### config.mk
export PLATFORM = sky130hd
export DESIGN_NAME = hsid_ref_streamer
export DESIGN_NICKNAME = d
export VERILOG_FILES = /design/src/rtl/hsid_ref_streamer.sv
export SDC_FILE = /design/constraint.sdc
export NUM_CORES = 1
export LEC_CHECK = 0
export BUFFER_PORTS_ARGS = -buffer_cell sky130_fd_sc_hd__buf_2
export CAP_MARGIN = 5
export CORE_ASPECT_RATIO = 0.7
export CORE_UTILIZATION = 41
export DETAILED_ROUTE_END_ITERATION = 16
export PLACE_DENSITY = 0.78
export SYNTH_ARGS = -nofsm -noshare
export SYNTH_HDL_FRONTEND = slang
export SYNTH_SLANG_ARGS = --single-unit
### constraint.sdc
create_clock -name clk -period 3.7 [get_ports clk]
set_input_delay 0.74 -clock clk [delete_from_list [all_inputs] [get_ports clk]]
set_output_delay 0.74 -clock clk [all_outputs]
set_load 0.03 [all_outputs]
### src/rtl/hsid_ref_streamer.sv
// -----------------------------------------------------------------------------
// hsid_ref_streamer
//
// Producer side of the reference-FIFO path into hsid_main. Streams the HSP
// reference library from memory, one 32-bit word at a time, over an OBI-style
// read port and forwards each returned word straight into the reference FIFO.
// Each word packs two bands, so one reference vector is ceil(hsp_bands/2)
// words long. The write carrying the final word of a vector raises
// ref_word_last, and the final word of the library also raises ref_last.
//
// Ports:
//   clk, rst            clock, synchronous active-high reset
//   start, clear        begin a stream (sampled in idle) / abort it
//   hsp_bands           bands per reference vector
//   hsp_library_size    number of reference vectors
//   base_addr           word-aligned byte address of the first library word
//   mem_req/addr/gnt    read request channel
//   mem_rvalid/rdata    read response channel
//   fifo_ref_*          reference FIFO write side (wr_en, data, full)
//   ref_word_last       current write is the last word of a vector
//   ref_last            current write is the last word of the library
//   idle                streamer is idle
//   done/error/cancelled  one-cycle completion pulses
// -----------------------------------------------------------------------------
module hsid_ref_streamer #(
  parameter int WORD_WIDTH        = 32,
  parameter int HSP_BANDS_WIDTH   = 8,
  parameter int HSP_LIBRARY_WIDTH = 10,
  parameter int ADDR_WIDTH        = 32
) (
  input  logic                         clk,
  input  logic                         rst,
  input  logic                         start,
  input  logic                         clear,
  input  logic [HSP_BANDS_WIDTH-1:0]   hsp_bands,
  input  logic [HSP_LIBRARY_WIDTH-1:0] hsp_library_size,
  input  logic [ADDR_WIDTH-1:0]        base_addr,
  output logic                         mem_req,
  output logic [ADDR_WIDTH-1:0]        mem_addr,
  input  logic                         mem_gnt,
  input  logic                         mem_rvalid,
  input  logic [WORD_WIDTH-1:0]        mem_rdata,
  output logic                         fifo_ref_wr_en,
  output logic [WORD_WIDTH-1:0]        fifo_ref_data,
  input  logic                         fifo_ref_full,
  output logic                         ref_word_last,
  output logic                         ref_last,
  output logic                         idle,
  output logic                         done,
  output logic                         error,
  output logic                         cancelled
);

  localparam logic [2:0] HR_IDLE   = 3'd0;
  localparam logic [2:0] HR_CONFIG = 3'd1;
  localparam logic [2:0] HR_REQ    = 3'd2;
  localparam logic [2:0] HR_WAIT   = 3'd3;
  localparam logic [2:0] HR_DONE   = 3'd4;
  localparam logic [2:0] HR_ERROR  = 3'd5;
  localparam logic [2:0] HR_CLEAR  = 3'd6;

  // One extra bit so (hsp_bands + 1) cannot overflow before the halving.
  localparam int WC_W = HSP_BANDS_WIDTH + 1;
  localparam logic [WC_W-1:0]              WC_ONE   = WC_W'(1);
  localparam logic [HSP_LIBRARY_WIDTH-1:0] LIB_ONE  = HSP_LIBRARY_WIDTH'(1);
  localparam logic [ADDR_WIDTH-1:0]        ADDR_INC = ADDR_WIDTH'(4);

  logic [2:0]                   state_q, state_d;
  logic [ADDR_WIDTH-1:0]        addr_q, addr_d;
  logic [WC_W-1:0]              word_count_q, word_count_d;
  logic [HSP_LIBRARY_WIDTH-1:0] ref_count_q, ref_count_d;
  logic [HSP_BANDS_WIDTH-1:0]   cfg_hsp_bands_q, cfg_hsp_bands_d;
  logic [HSP_LIBRARY_WIDTH-1:0] cfg_hsp_library_size_q, cfg_hsp_library_size_d;
  logic [WC_W-1:0]              cfg_words_q, cfg_words_d;
  // Set by an accepted request, cleared by its response. Lets HR_CLEAR wait
  // for (and swallow) a response that was already in flight.
  logic                         outstanding_q, outstanding_d;

  logic req_issue;
  logic beat;
  logic word_last;
  logic lib_last;

  assign req_issue = (state_q == HR_REQ) && !fifo_ref_full;
  assign beat      = (state_q == HR_WAIT) && mem_rvalid && !clear;
  assign word_last = (word_count_q == (cfg_words_q - WC_ONE));
  assign lib_last  = (ref_count_q == (cfg_hsp_library_size_q - LIB_ONE));

  always_comb begin
    state_d                = state_q;
    addr_d                 = addr_q;
    word_count_d           = word_count_q;
    ref_count_d            = ref_count_q;
    cfg_hsp_bands_d        = cfg_hsp_bands_q;
    cfg_hsp_library_size_d = cfg_hsp_library_size_q;
    cfg_words_d            = cfg_words_q;
    outstanding_d          = outstanding_q;

    mem_req        = req_issue;
    mem_addr       = (state_q == HR_REQ) ? addr_q : '0;
    fifo_ref_wr_en = beat;
    fifo_ref_data  = beat ? mem_rdata : '0;
    ref_word_last  = beat && word_last;
    ref_last       = beat && word_last && lib_last;
    idle           = (state_q == HR_IDLE);
    done           = 1'b0;
    error          = 1'b0;
    cancelled      = 1'b0;

    if (mem_rvalid) begin
      outstanding_d = 1'b0;
    end

    case (state_q)
      HR_IDLE: begin
        if (start) begin
          state_d = HR_CONFIG;
        end
      end

      HR_CONFIG: begin
        cfg_hsp_bands_d        = hsp_bands;
        cfg_hsp_library_size_d = hsp_library_size;
        cfg_words_d            = ({1'b0, hsp_bands} + WC_ONE) >> 1;
        addr_d                 = base_addr;
        word_count_d           = '0;
        ref_count_d            = '0;
        if (clear) begin
          state_d = HR_CLEAR;
        end else if ((hsp_bands == '0) || (hsp_library_size == '0)) begin
          state_d = HR_ERROR;
        end else begin
          state_d = HR_REQ;
        end
      end

      HR_REQ: begin
        // A grant coinciding with clear still leaves a response in flight.
        if (req_issue && mem_gnt) begin
          outstanding_d = 1'b1;
        end
        if (clear) begin
          state_d = HR_CLEAR;
        end else if (req_issue && mem_gnt) begin
          state_d = HR_WAIT;
        end
      end

      HR_WAIT: begin
        if (beat) begin
          addr_d = addr_q + ADDR_INC;
          if (word_last) begin
            word_count_d = '0;
            ref_count_d  = ref_count_q + LIB_ONE;
          end else begin
            word_count_d = word_count_q + WC_ONE;
          end
        end
        if (clear) begin
          state_d = HR_CLEAR;
        end else if (beat) begin
          state_d = (word_last && lib_last) ? HR_DONE : HR_REQ;
        end
      end

      HR_DONE, HR_ERROR: begin
        done  = (state_q == HR_DONE);
        error = (state_q == HR_ERROR);
      end

      HR_CLEAR: begin
        cancelled = !outstanding_q;
      end

      default: begin
        state_d = HR_IDLE;
      end
    endcase

    // Common exit path back to idle with counters and configuration wiped.
    if (done || error || cancelled || (state_q > HR_CLEAR)) begin
      state_d                = HR_IDLE;
      addr_d                 = '0;
      word_count_d           = '0;
      ref_count_d            = '0;
      cfg_hsp_bands_d        = '1;
      cfg_hsp_library_size_d = '1;
      cfg_words_d            = '1;
      outstanding_d          = 1'b0;
    end
  end

  always_ff @(posedge clk) begin
    if (rst) begin
      state_q                <= HR_IDLE;
      addr_q                 <= '0;
      word_count_q           <= '0;
      ref_count_q            <= '0;
      cfg_hsp_bands_q        <= '1;
      cfg_hsp_library_size_q <= '1;
      cfg_words_q            <= '1;
      outstanding_q          <= 1'b0;
    end else begin
      state_q                <= state_d;
      addr_q                 <= addr_d;
      word_count_q           <= word_count_d;
      ref_count_q            <= ref_count_d;
      cfg_hsp_bands_q        <= cfg_hsp_bands_d;
      cfg_hsp_library_size_q <= cfg_hsp_library_size_d;
      cfg_words_q            <= cfg_words_d;
      outstanding_q          <= outstanding_d;
    end
  end

endmodule

==> summary by stage <==
Setup path
The type of element capturing the critical path is an output port. The critical path depth is 9. The worst setup path is of the register to output port kind.

Data arrives at the worst endpoint at around 2.7 ns. The cell with the largest stage delay on the worst path is sky130_fd_sc_hd__a2111oi_2. The worst reg2reg path depth is 7. On the worst path, the slowest cell contributes a delay of ~0.44 ns. The maximum fanout count along the critical path is 10. The nature of the critical path startpoint is a register. The data required time at the worst endpoint is between 2 and 3 ns. In this run the register-to-register setup slack is 0.76 ns.

Traced cell by cell, the critical path runs through inv_1 -> ha_2 -> nand2b_1 -> a21oi_1 -> a311o_1 -> a2111oi_2 -> nand3_1 -> nor3_1 -> buf_2. The family of cells with the greatest summed delay on the critical path is compound AO/OA/AOI/OAI gates. Counting both buffers and inverters, the worst setup path holds a total of 2.

STA
The number of pins exceeding their max-slew limit in the final report was 0. For the finished layout, the period the worst path requires is 3.42 ns. The fmax is 292 MHz. Setup violations remaining at the end of the flow were counted as 0. Across the routed clock network, the largest skew measured is about 0.011 ns. The final critical-path setup slack is approximately 0.28 ns. Setup repair after global routing left no endpoint under its margin. The number of endpoints with negative hold slack in the final report is 0. The worst slack on hold paths is approximately 0.45 ns. The post-route clock period utilization is approximately 92%. Summed over all failing endpoints, the final setup total negative slack is 0 ns. For the pin with the worst max-slew slack, the measured transition is 0.801 ns.

In this run the tightest slew margin relative to its limit is 46.3%.

Finish
The filler-free cell count of the finished design is ~990. Cells fill between 50% and 60% of the core in the end. The proportion of layout cells with a drive suffix above 1 is about a quarter. The number of inserted diodes is 0. The final layout contains 921 nets. The area growth from synthesis to layout is 25.2%.

Synth
The predominant post-synthesis flop cell is sky130_fd_sc_hd__dfxtp_1. The synthesized netlist devotes a little over a fifth of its cell area to compound gates. The post-synth net total is between 700 and 800.

The proportion of synthesized area in mux cells is 0%. After synthesis, the largest family of logic cells by area is simple AND/OR/NAND/NOR gates. The total of warnings raised by yosys is 0. Of the total synthesized cell area, the portion taken by XOR and XNOR cells is under 10%. Synthesis produced 683 cells.

After Yosys synthesis, full adders, half adders and majority gates account for between 1.5 and 2% of the synthesized area. In the synthesized netlist the async set-or-reset flop fraction comes to 0%. sky130_fd_sc_hd__dfxtp_1 takes more of the synthesized area than any other cell.

The synthesized design contains 0 enable-type register cells. The flip-flop and latch count after synthesis is 74. The commonest cells after synthesis are 84 x sky130_fd_sc_hd__nand2_1, 74 x sky130_fd_sc_hd__dfxtp_1, 69 x sky130_fd_sc_hd__and2_1. Of the total synthesized cell area, the portion taken by AND, OR, NAND and NOR gates is between 30% and 40%. The mean cell area of the mapped netlist is 7.23 µm².

Sequential elements use between 20% and 30% of the synthesized area. The mapped netlist covers slightly below 5000 µm². The distinct cell type count after synthesis is 64. The fraction of synthesized cell area taken by the top area cell type is between 20 and 30%.

By area the synthesized netlist is led by sky130_fd_sc_hd__dfxtp_1 30%, sky130_fd_sc_hd__and2_1 8.7%, sky130_fd_sc_hd__nand2_1 6.4%. The most common cell in the synthesized netlist is sky130_fd_sc_hd__nand2_1.

GRT
Entering global routing, the biggest net connects 52 pins. The first global-routing pass estimated roughly 22 mm of wire. The remaining global-route overflow is 0.

The global routing usage on met1 is between 30% and 40%. Global routing used between 20% and 30% of the available tracks. The global routing stage identified its most utilized layer as met2. The initial antenna violation count came to 0. For met2 alone, demand over resource in global routing was 32.2%.

The global-route met3 utilization is 5.18%. The via count of the first global-routing pass came to 4430.

Drt
After detailed routing, the number of vias per cell comes to 5.43. After detailed routing, the total wire length is about 14 mm. For this run, design rule violations remaining after detail routing come to 0. Before antenna repair, the detailed router went through 5 iterations. In this run, the number of DRC markers left after iteration 0 of detailed routing was approximately 330. The routed layout has 5364 vias. The final routed wire length divided by cell count is around 14 µm. The residual antenna-violating net count after detailed routing is 0.

Clocking
Counting every sink on the clock net gives 74. The clock slew at the register clock pins of the worst setup and hold paths is approximately 0.060 ns. The buffer depth of the longest clock path is 2. Clock latency on the worst-skew pair, taken at its later pin, is approximately 0.34 ns. The library cell used as clock root buffer is sky130_fd_sc_hd__clkbuf_16. In this run, CTS created clock tree buffers numbering 9. The H-tree depth reported by CTS is 3. TritonCTS built the clock tree.

Place
The post-place setup slack is between 0.4 and 0.5 ns. The detailed placement HPWL is ~9.9 mm. The number of buffer cells added on primary ports is 160.

The routability congestion estimate from global placement is around 0.8. The placed instance count is 971.

Power
Summed over all cells, the static leakage comes to about 2.7 nW. The highest ir drop seen on vdd is 0.314 mV. Power spread over the standard cell area amounts to about 520 nW/µm².

Die
The total number of placement rows is 33. The floorplan die width is about 130 µm. The I/O pin count is approximately 160. The full die area is approximately 12000 µm².

The die is around 94 µm tall. Once the floorplan was initialized, standard cells occupied between 40% and 50% of the core. The core box area is approximately 12000 µm².

Outcome
The run finished with clean final reports.

Hold path
The cell depth of the worst hold path is 2. The classification of the worst-slack hold path is register to register.

Flow run
The tool flagged a number of max-cap violations equal to 0.
==> where the power goes <==
group	leakage [nW]	internal [mW]	switching (mW)
combinational	1.91	0.438	0.684
clock	0.143	0.473	0.348
sequential	0.603	0.999	0.273
==> layout make-up <==
cell class	instances	area [µm²]
inverter	16	60.1
tap	157	196
fill	1139	5550
clock buffer	10	239
sequential	74	1480
timing repair buffer	176	921
clock inverter	6	41.3
multi-input combinational	548	3240
==> flip-flops by register name, summed over array words and instances (netlist names) <==
register / flops
addr_q: 32
cfg_words_q: 9
state_q: 3
ref_count_q: 10
outstanding_q: 1
word_count_q: 9
cfg_hsp_library_size_q: 10
==> worst reg2reg max path, delay by kind of cell (launching register included) <==
kind / cells / cell delay [ns]
AO/OA/AOI/OAI: 1 / 0.14
buffers and inverters: 2 / 0.70
flip-flops: 1 / 0.61
AND/OR/NAND/NOR: 4 / 1.41
==> stage by stage <==
step / power [mW] / cell area [µm²]
global placement: 2.38 / 5900
floorplan: 2.04 / 4940
global route: 3.43 / 6180
CTS: 3.22 / 6180
detailed placement: 2.39 / 5900
finish: 3.22 / 6180
==> per-layer routing <==
layer,share of wire (%),up-vias
met2,43,185
met5,0,-
met4,0.87,0
li1,-,2740
met3,7.1,13
met1,49,2426
==> layout by cell type (no fill, tap or decap), types with 5 or more instances in the layout <==
master	netlist	routed
sky130_fd_sc_hd__a31oi_1	6	6
sky130_fd_sc_hd__and2_1	69	69
sky130_fd_sc_hd__nor2_1	54	54
sky130_fd_sc_hd__nor3_1	18	17
sky130_fd_sc_hd__clkbuf_16	0	9
sky130_fd_sc_hd__nand2b_1	6	6
sky130_fd_sc_hd__buf_2	1	160
sky130_fd_sc_hd__a211oi_1	9	9
sky130_fd_sc_hd__or3_1	9	9
sky130_fd_sc_hd__xor2_1	16	16
sky130_fd_sc_hd__a21oi_1	46	44
sky130_fd_sc_hd__or4_1	5	5
sky130_fd_sc_hd__inv_1	15	15
sky130_fd_sc_hd__o21ai_0	39	39
sky130_fd_sc_hd__nand4_1	15	15
sky130_fd_sc_hd__xnor2_1	15	15
sky130_fd_sc_hd__nand3_1	43	43
sky130_fd_sc_hd__o31ai_1	6	6
sky130_fd_sc_hd__o211ai_1	11	11
sky130_fd_sc_hd__and3_1	10	10
sky130_fd_sc_hd__nand2_1	84	84
sky130_fd_sc_hd__dfxtp_1	74	74
sky130_fd_sc_hd__nor4_1	8	8
sky130_fd_sc_hd__a22oi_1	5	5
sky130_fd_sc_hd__buf_4	0	16
sky130_fd_sc_hd__ha_1	7	6
==> final timing paths <==
| kind | start | end |
|---|---|---|
| max | cfg_words_q[0] | ref_last |
| min reg2reg | addr_q[0] | addr_q[0] |
| max reg2reg | state_q[0] | ref_count_q[8] |
| min | addr_q[0] | addr_q[0] |
==> timing repair <==
item | in CTS | in global routing
resized for setup | 0 | 1
buffers inserted | 0 | 0
hold buffers | 0 | 0
setup endpoints to repair | 0 | 1
==> kinds of logic after synthesis <==
family,count (synthesis)
xor gates and xnor gates,31
adders and majority gates,7
AOI/OAI and AO/OA,163
DFF,74
and+or+nand+nor,347
buffers and inverters,61
Note: power is estimated with default switching activity, not from simulation.
